## src/rtl/video_tpg_pkg.sv

```systemverilog
// Shared types for the video test-pattern generator: pattern modes
// and the colour-bar table.
package video_tpg_pkg;

    typedef enum logic [1:0] {
        BARS    = 2'd0,
        CHECKER = 2'd1,
        RAMP    = 2'd2,
        SOLID   = 2'd3
    } tpg_mode_e;

    localparam int NUM_BARS = 8;

    // {R,G,B} on/off per bar, bar 0 (white) in the MSBs
    localparam logic [23:0] BAR_TBL =
        24'b111_110_011_010_101_100_001_000;

    function automatic logic [2:0] bar_rgb(input logic [2:0] idx);
        int sh;
        sh = 3 * (7 - int'(idx));
        return BAR_TBL[sh +: 3];
    endfunction

endpackage

```

## src/rtl/video_timing_gen.sv

```systemverilog
// Raster counters with active/sync/frame decode; counters are held
// at the origin while i_run is low.
module video_timing_gen #(
    parameter int H_ACTIVE = 1280,
    parameter int H_FP     = 110,
    parameter int H_SYNC   = 40,
    parameter int H_BP     = 220,
    parameter int V_ACTIVE = 720,
    parameter int V_FP     = 5,
    parameter int V_SYNC   = 5,
    parameter int V_BP     = 20,
    parameter int HW       = $clog2(H_ACTIVE + H_FP + H_SYNC + H_BP),
    parameter int VW       = $clog2(V_ACTIVE + V_FP + V_SYNC + V_BP)
) (
    input  logic          i_clk,
    input  logic          i_rst_n,
    input  logic          i_run,
    output logic [HW-1:0] o_h_cnt,
    output logic [VW-1:0] o_v_cnt,
    output logic          o_active,
    output logic          o_hs,
    output logic          o_vs,
    output logic          o_sof,
    output logic          o_frame_end
);

    localparam int H_TOTAL = H_ACTIVE + H_FP + H_SYNC + H_BP;
    localparam int V_TOTAL = V_ACTIVE + V_FP + V_SYNC + V_BP;

    logic [HW-1:0] r_h;
    logic [VW-1:0] r_v;
    logic          w_h_last;
    logic          w_v_last;

    assign w_h_last = (r_h == HW'(H_TOTAL - 1));
    assign w_v_last = (r_v == VW'(V_TOTAL - 1));

    always_ff @(posedge i_clk or negedge i_rst_n) begin
        if (!i_rst_n) begin
            r_h <= '0;
            r_v <= '0;
        end else if (!i_run) begin
            r_h <= '0;
            r_v <= '0;
        end else if (w_h_last) begin
            r_h <= '0;
            r_v <= w_v_last ? '0 : r_v + VW'(1);
        end else begin
            r_h <= r_h + HW'(1);
        end
    end

    assign o_h_cnt     = r_h;
    assign o_v_cnt     = r_v;
    assign o_active    = (int'(r_h) < H_ACTIVE) && (int'(r_v) < V_ACTIVE);
    assign o_hs        = (int'(r_h) >= H_ACTIVE + H_FP) &&
                         (int'(r_h) <  H_ACTIVE + H_FP + H_SYNC);
    assign o_vs        = (int'(r_v) >= V_ACTIVE + V_FP) &&
                         (int'(r_v) <  V_ACTIVE + V_FP + V_SYNC);
    assign o_sof       = (r_h == '0) && (r_v == '0);
    assign o_frame_end = w_h_last && w_v_last;

endmodule

```

## src/rtl/video_tpg.sv

```systemverilog
// Video test-pattern generator: bars, checker, ramp, solid colour.
// Optional perimeter border enabled by defining TPG_BORDER_EN.
module video_tpg
    import video_tpg_pkg::*;
#(
    parameter int COLOR_W    = 8,
    parameter int H_ACTIVE   = 1280,
    parameter int H_FP       = 110,
    parameter int H_SYNC     = 40,
    parameter int H_BP       = 220,
    parameter int V_ACTIVE   = 720,
    parameter int V_FP       = 5,
    parameter int V_SYNC     = 5,
    parameter int V_BP       = 20,
    parameter bit HS_POL     = 1'b1,
    parameter bit VS_POL     = 1'b1,
    parameter int CHECK_LOG2 = 5
) (
    input  logic                 CLK,
    input  logic                 RSTn,
    input  logic                 run,
    input  logic [1:0]           mode,
    input  logic [3*COLOR_W-1:0] solid_rgb,
    output logic [3*COLOR_W-1:0] vid_data,
    output logic                 vid_de,
    output logic                 vid_hsync,
    output logic                 vid_vsync,
    output logic                 vid_sof
);

    localparam int HW    = $clog2(H_ACTIVE + H_FP + H_SYNC + H_BP);
    localparam int VW    = $clog2(V_ACTIVE + V_FP + V_SYNC + V_BP);
    localparam int BAR_W = H_ACTIVE / NUM_BARS;
    localparam int RGB_W = 3 * COLOR_W;

    logic [HW-1:0]    w_h;
    logic [VW-1:0]    w_v;
    logic             w_active;
    logic             w_hs;
    logic             w_vs;
    logic             w_sof;
    logic             w_frame_end;
    logic [2:0]       w_bar_idx;
    logic [2:0]       w_bar;
    logic             w_chk;
    logic [COLOR_W-1:0] w_ramp;
    logic [RGB_W-1:0] w_pix;

    tpg_mode_e        r_mode;
    logic [RGB_W-1:0] r_solid;
    logic [RGB_W-1:0] r_data;
    logic             r_de;
    logic             r_hs;
    logic             r_vs;
    logic             r_sof;

    video_timing_gen #(
        .H_ACTIVE (H_ACTIVE),
        .H_FP     (H_FP),
        .H_SYNC   (H_SYNC),
        .H_BP     (H_BP),
        .V_ACTIVE (V_ACTIVE),
        .V_FP     (V_FP),
        .V_SYNC   (V_SYNC),
        .V_BP     (V_BP),
        .HW       (HW),
        .VW       (VW)
    ) u_timing (
        .i_clk       (CLK),
        .i_rst_n     (RSTn),
        .i_run       (run),
        .o_h_cnt     (w_h),
        .o_v_cnt     (w_v),
        .o_active    (w_active),
        .o_hs        (w_hs),
        .o_vs        (w_vs),
        .o_sof       (w_sof),
        .o_frame_end (w_frame_end)
    );

    assign w_bar_idx = 3'(w_h / HW'(BAR_W));
    assign w_bar     = bar_rgb(w_bar_idx);
    assign w_chk     = (((w_h >> CHECK_LOG2) & HW'(1)) != '0) ^
                       (((w_v >> CHECK_LOG2) & VW'(1)) != '0);
    assign w_ramp    = COLOR_W'(w_h);

    always_comb begin
        w_pix = '0;
        unique case (r_mode)
            BARS:    w_pix = {{COLOR_W{w_bar[2]}},
                              {COLOR_W{w_bar[1]}},
                              {COLOR_W{w_bar[0]}}};
            CHECKER: w_pix = w_chk ? '0 : '1;
            RAMP:    w_pix = {3{w_ramp}};
            SOLID:   w_pix = r_solid;
        endcase
`ifdef TPG_BORDER_EN
        if (w_h == '0 || w_h == HW'(H_ACTIVE - 1) ||
            w_v == '0 || w_v == VW'(V_ACTIVE - 1))
            w_pix = '1;
`endif
    end

    // Pattern settings only change across a frame boundary or while idle
    always_ff @(posedge CLK or negedge RSTn) begin
        if (!RSTn) begin
            r_mode  <= BARS;
            r_solid <= '0;
            r_data  <= '0;
            r_de    <= 1'b0;
            r_hs    <= ~HS_POL;
            r_vs    <= ~VS_POL;
            r_sof   <= 1'b0;
        end else begin
            if (!run || w_frame_end) begin
                r_mode  <= tpg_mode_e'(mode);
                r_solid <= solid_rgb;
            end
            r_de   <= run && w_active;
            r_data <= (run && w_active) ? w_pix : '0;
            r_hs   <= (run && w_hs) ? HS_POL : ~HS_POL;
            r_vs   <= (run && w_vs) ? VS_POL : ~VS_POL;
            r_sof  <= run && w_sof;
        end
    end

    assign vid_data  = r_data;
    assign vid_de    = r_de;
    assign vid_hsync = r_hs;
    assign vid_vsync = r_vs;
    assign vid_sof   = r_sof;

endmodule

```

## config.mk

```make
export PLATFORM = sky130hd
export DESIGN_NAME = video_tpg
export DESIGN_NICKNAME = d
export VERILOG_FILES = /design/src/rtl/video_tpg_pkg.sv /design/src/rtl/video_timing_gen.sv /design/src/rtl/video_tpg.sv
export SDC_FILE = /design/constraint.sdc
export NUM_CORES = 1
export LEC_CHECK = 0
export CORE_MARGIN = 5
export CORE_UTILIZATION = 44
export CTS_CLUSTER_SIZE = 12
export DETAILED_ROUTE_END_ITERATION = 6
export DONT_BUFFER_PORTS = 1
export HOLD_SLACK_MARGIN = 0.03
export PLACE_DENSITY = 0.64
export SLEW_MARGIN = 0
export SYNTH_ARGS = -nofsm -noshare
export SYNTH_HDL_FRONTEND = slang
export SYNTH_SLANG_ARGS = --single-unit
```

## constraint.sdc

```tcl
create_clock -name CLK -period 3.8 [get_ports CLK]
set_input_delay 0.19 -clock CLK [delete_from_list [all_inputs] [get_ports CLK]]
set_output_delay 0.19 -clock CLK [all_outputs]
set_load 0.01 [all_outputs]
```

==> flow_summary.json <==
{
  "die_area_um2": 10630,
  "drt_iter0_markers": 123,
  "finClkSkew_ns": 0.01105,
  "r2r_cells": 10,
  "ys_seq_area_share_pct": 49.20,
  "grt.overflow.total": 0,
  "place.detailed.hpwl_um": 5991,
  "crit_fanout": 16,
  "synth_nets": 407,
  "core_um2": 8593,
  "gp_congestion": 0.7949,
  "critPathKind": "reg2reg",
  "avgSynthCellArea_um2": 10.45,
  "rows": 34,
  "fmax_ghz": 0.3061,
  "cts_tree": "yes",
  "ys_ff_latch": 75,
  "cts_root_buffer": "clkbuf_8",
  "clkLatencyLatePin_ns": 0.36,
  "layout_min_cycle_time_ns": 3.267,
  "routedWlPerCell_um": 17.78,
  "p_per_area_nw_per_um2": 380.2,
  "antenna_found_initial": 0,
  "cts_buffer_depth": 2,
  "hold_viol": 0,
  "period_share_pct": 85.98,
  "final_layout_size_suffix_gt1_share_pct": 14.32,
  "cp.required_ns": 4.07,
  "hold_class": "in2reg",
  "die_h_um": 103.1,
  "ys.flop_type": "dfrtp_1",
  "drc": 0,
  "numPortBuffers": 0,
  "final_area_um2": 4350,
  "die_x_um": 103.1,
  "ir_worst_vdd_mv": 0.2189,
  "cap_viol_max_count": 0,
  "n_antenna_cell": 0,
  "async_flop_share_pct": 100.0,
  "drtAntennaViolNets": 0,
  "power_leakage_nw": 1.823,
  "areaGrowthSynthToFinish_pct": 14.04,
  "setup.worst_path.start_class": "flip-flop",
  "initial_utilization_pct": 44.39,
  "viasPerCell": 5.609,
  "clk_pin_slew_worst_paths_ns": 0.09,
  "syn_area_um2": 3815,
  "vias": 2799,
  "firstDrtPassIters": 4,
  "worst_pin_slew_ns": 0.8171,
  "ys_types": 61,
  "timing.setup.tns_ns": 0,
  "worst-r2r-setup-slack_ns": 0.53,
  "p_total_mw": 1.654,
  "grtUsageTotal_pct": 17.60,
  "arrival_ns": 3.53,
  "boundaryPins": 57,
  "ys_warn_count": 0,
  "holdPathStages": 2,
  "synth-edff-count": 0,
  "end_kind": "flip-flop",
  "nFillCells": 772,
  "rsz0062_at_grt": "no",
  "max_slew_margin_pct": 45.53,
  "grt_max_degree": 76,
  "place_area_um2": 3861,
  "cts.sinks": 75,
  "h-tree-depth": 3,
  "area.sequential_um2": 1877,
  "multiInputGateArea_um2": 1782,
  "netlist_instances": 365,
  "setup_violations": 0,
  "status": "finished clean",
  "nNetsFinal": 428,
  "slew_violations": 0,
  "finalWirelength_um": 8874,
  "grt_pass1_wl_um": 14470,
  "cts_buffers": 9,
  "grt_pass1_vias": 2712
}
==> worst paths after layout <==
check                                     from                   to
setup / recovery           u_timing.o_h_cnt[9]          vid_data[5]
hold / removal                             run  u_timing.o_v_cnt[1]
setup reg to reg           u_timing.o_h_cnt[9]          vid_data[5]
hold reg to reg                    r_solid[22]          r_solid[22]
max in group asynchronous                 RSTn  u_timing.o_v_cnt[1]
min in group asynchronous                 RSTn          r_solid[22]
==> report_power, final <==
part           switching [mW]  internal, mW
combinational          0.0887        0.0774
clock                   0.333         0.247
sequential             0.0542         0.854
==> area by class of cell <==
type	instances	area share (%)
flip-flops and latches	75	43.14
multi-input cells	256	40.95
repair buffers	32	7.593
well taps	108	3.106
clock buffers	9	2.847
clock inverters	7	1.323
inverters	12	1.035
==> per-layer routing <==
| layer | vias up | track usage, % | routed length [um] |
|---|---|---|---|
| met2 | 59 | 26.79 | 4315 |
| met1 | 1391 | 24.65 | 4034 |
| met4 | 0 | 5.478 | 139 |
| met3 | 14 | 4.601 | 385 |
| li1 | 1335 | - | - |
| met5 | - | 0 | 0 |
==> synth_stat cells, types with 9 or more instances <==
cell type / n / area (um^2)
nor2_1: 21 / 78.83
a21oi_1: 35 / 175.2
ha_1: 13 / 162.7
inv_1: 11 / 41.29
nand2_1: 43 / 161.4
clkbuf_1: 9 / 33.78
mux2_2: 24 / 270.3
nor3_1: 10 / 50.05
dfrtp_1: 75 / 1877
o21ai_0: 13 / 65.06
==> sequential cells by signal (all words and copies together) (netlist names) <==
register and count:
r_mode 2, r_solid 24, u_timing.o_h_cnt 11, u_timing.o_v_cnt 10, vid_data 24, vid_de 1
vid_hsync 1, vid_sof 1, vid_vsync 1
==> per-stage QoR <==
step                      cells  hold slack (ns)  utilization (%)  worst slack [ns]
final                       499          0.07464            50.63            0.5327
after global placement      454          -0.1031            44.93            0.6467
after global routing        499          0.06283            50.63            0.1686
after detailed placement    454          -0.1034            44.93            0.5394
after floorplan             365          -0.1056                -             1.060
after CTS                   499          0.06276            50.63            0.5291
==> cell usage in the layout (no fill, tap or decap), types with 7 or more instances in the layout <==
cell,instances
o21ai_0,13
xnor2_1,7
ha_1,13
nor3_1,10
clkbuf_8,9
nand2_1,43
nor2_1,21
nand2b_1,7
dfrtp_1,75
a22oi_1,7
mux2_2,24
dlygate4sd3_1,28
xor2_1,7
inv_1,11
a21oi_1,35
nand3_1,7
==> timing repair <==
item / CTS / global route
setup endpoints to repair: 0 / 0
endpoints found under the hold margin: 105 / 0
buffers inserted: 0 / 0
resized for setup: 0 / 0
hold buffers: 29 / 0
==> logic make-up after synthesis <==
group | share of synthesized area (%)
multiplexers | 8.232
adder cells (fa/ha/maj) | 4.264
flip-flops | 49.20
XOR/XNOR | 3.214
AND/OR/NAND/NOR | 15.97
AO/OA/AOI/OAI | 15.02
buffers and inverters | 4.099
==> critical path, stage by stage, from the launching register on <==
cell      delay [ns]
dfrtp_1         0.62
nor2b_1         0.28
nor3_1          0.08
nor3_1          0.44
ha_1            0.33
ha_1            0.21
xor2_1          0.29
o311ai_1        0.16
nor3_1          0.30
o41ai_4         0.19
a221oi_1        0.28
Note: power is estimated with default switching activity, not from simulation.
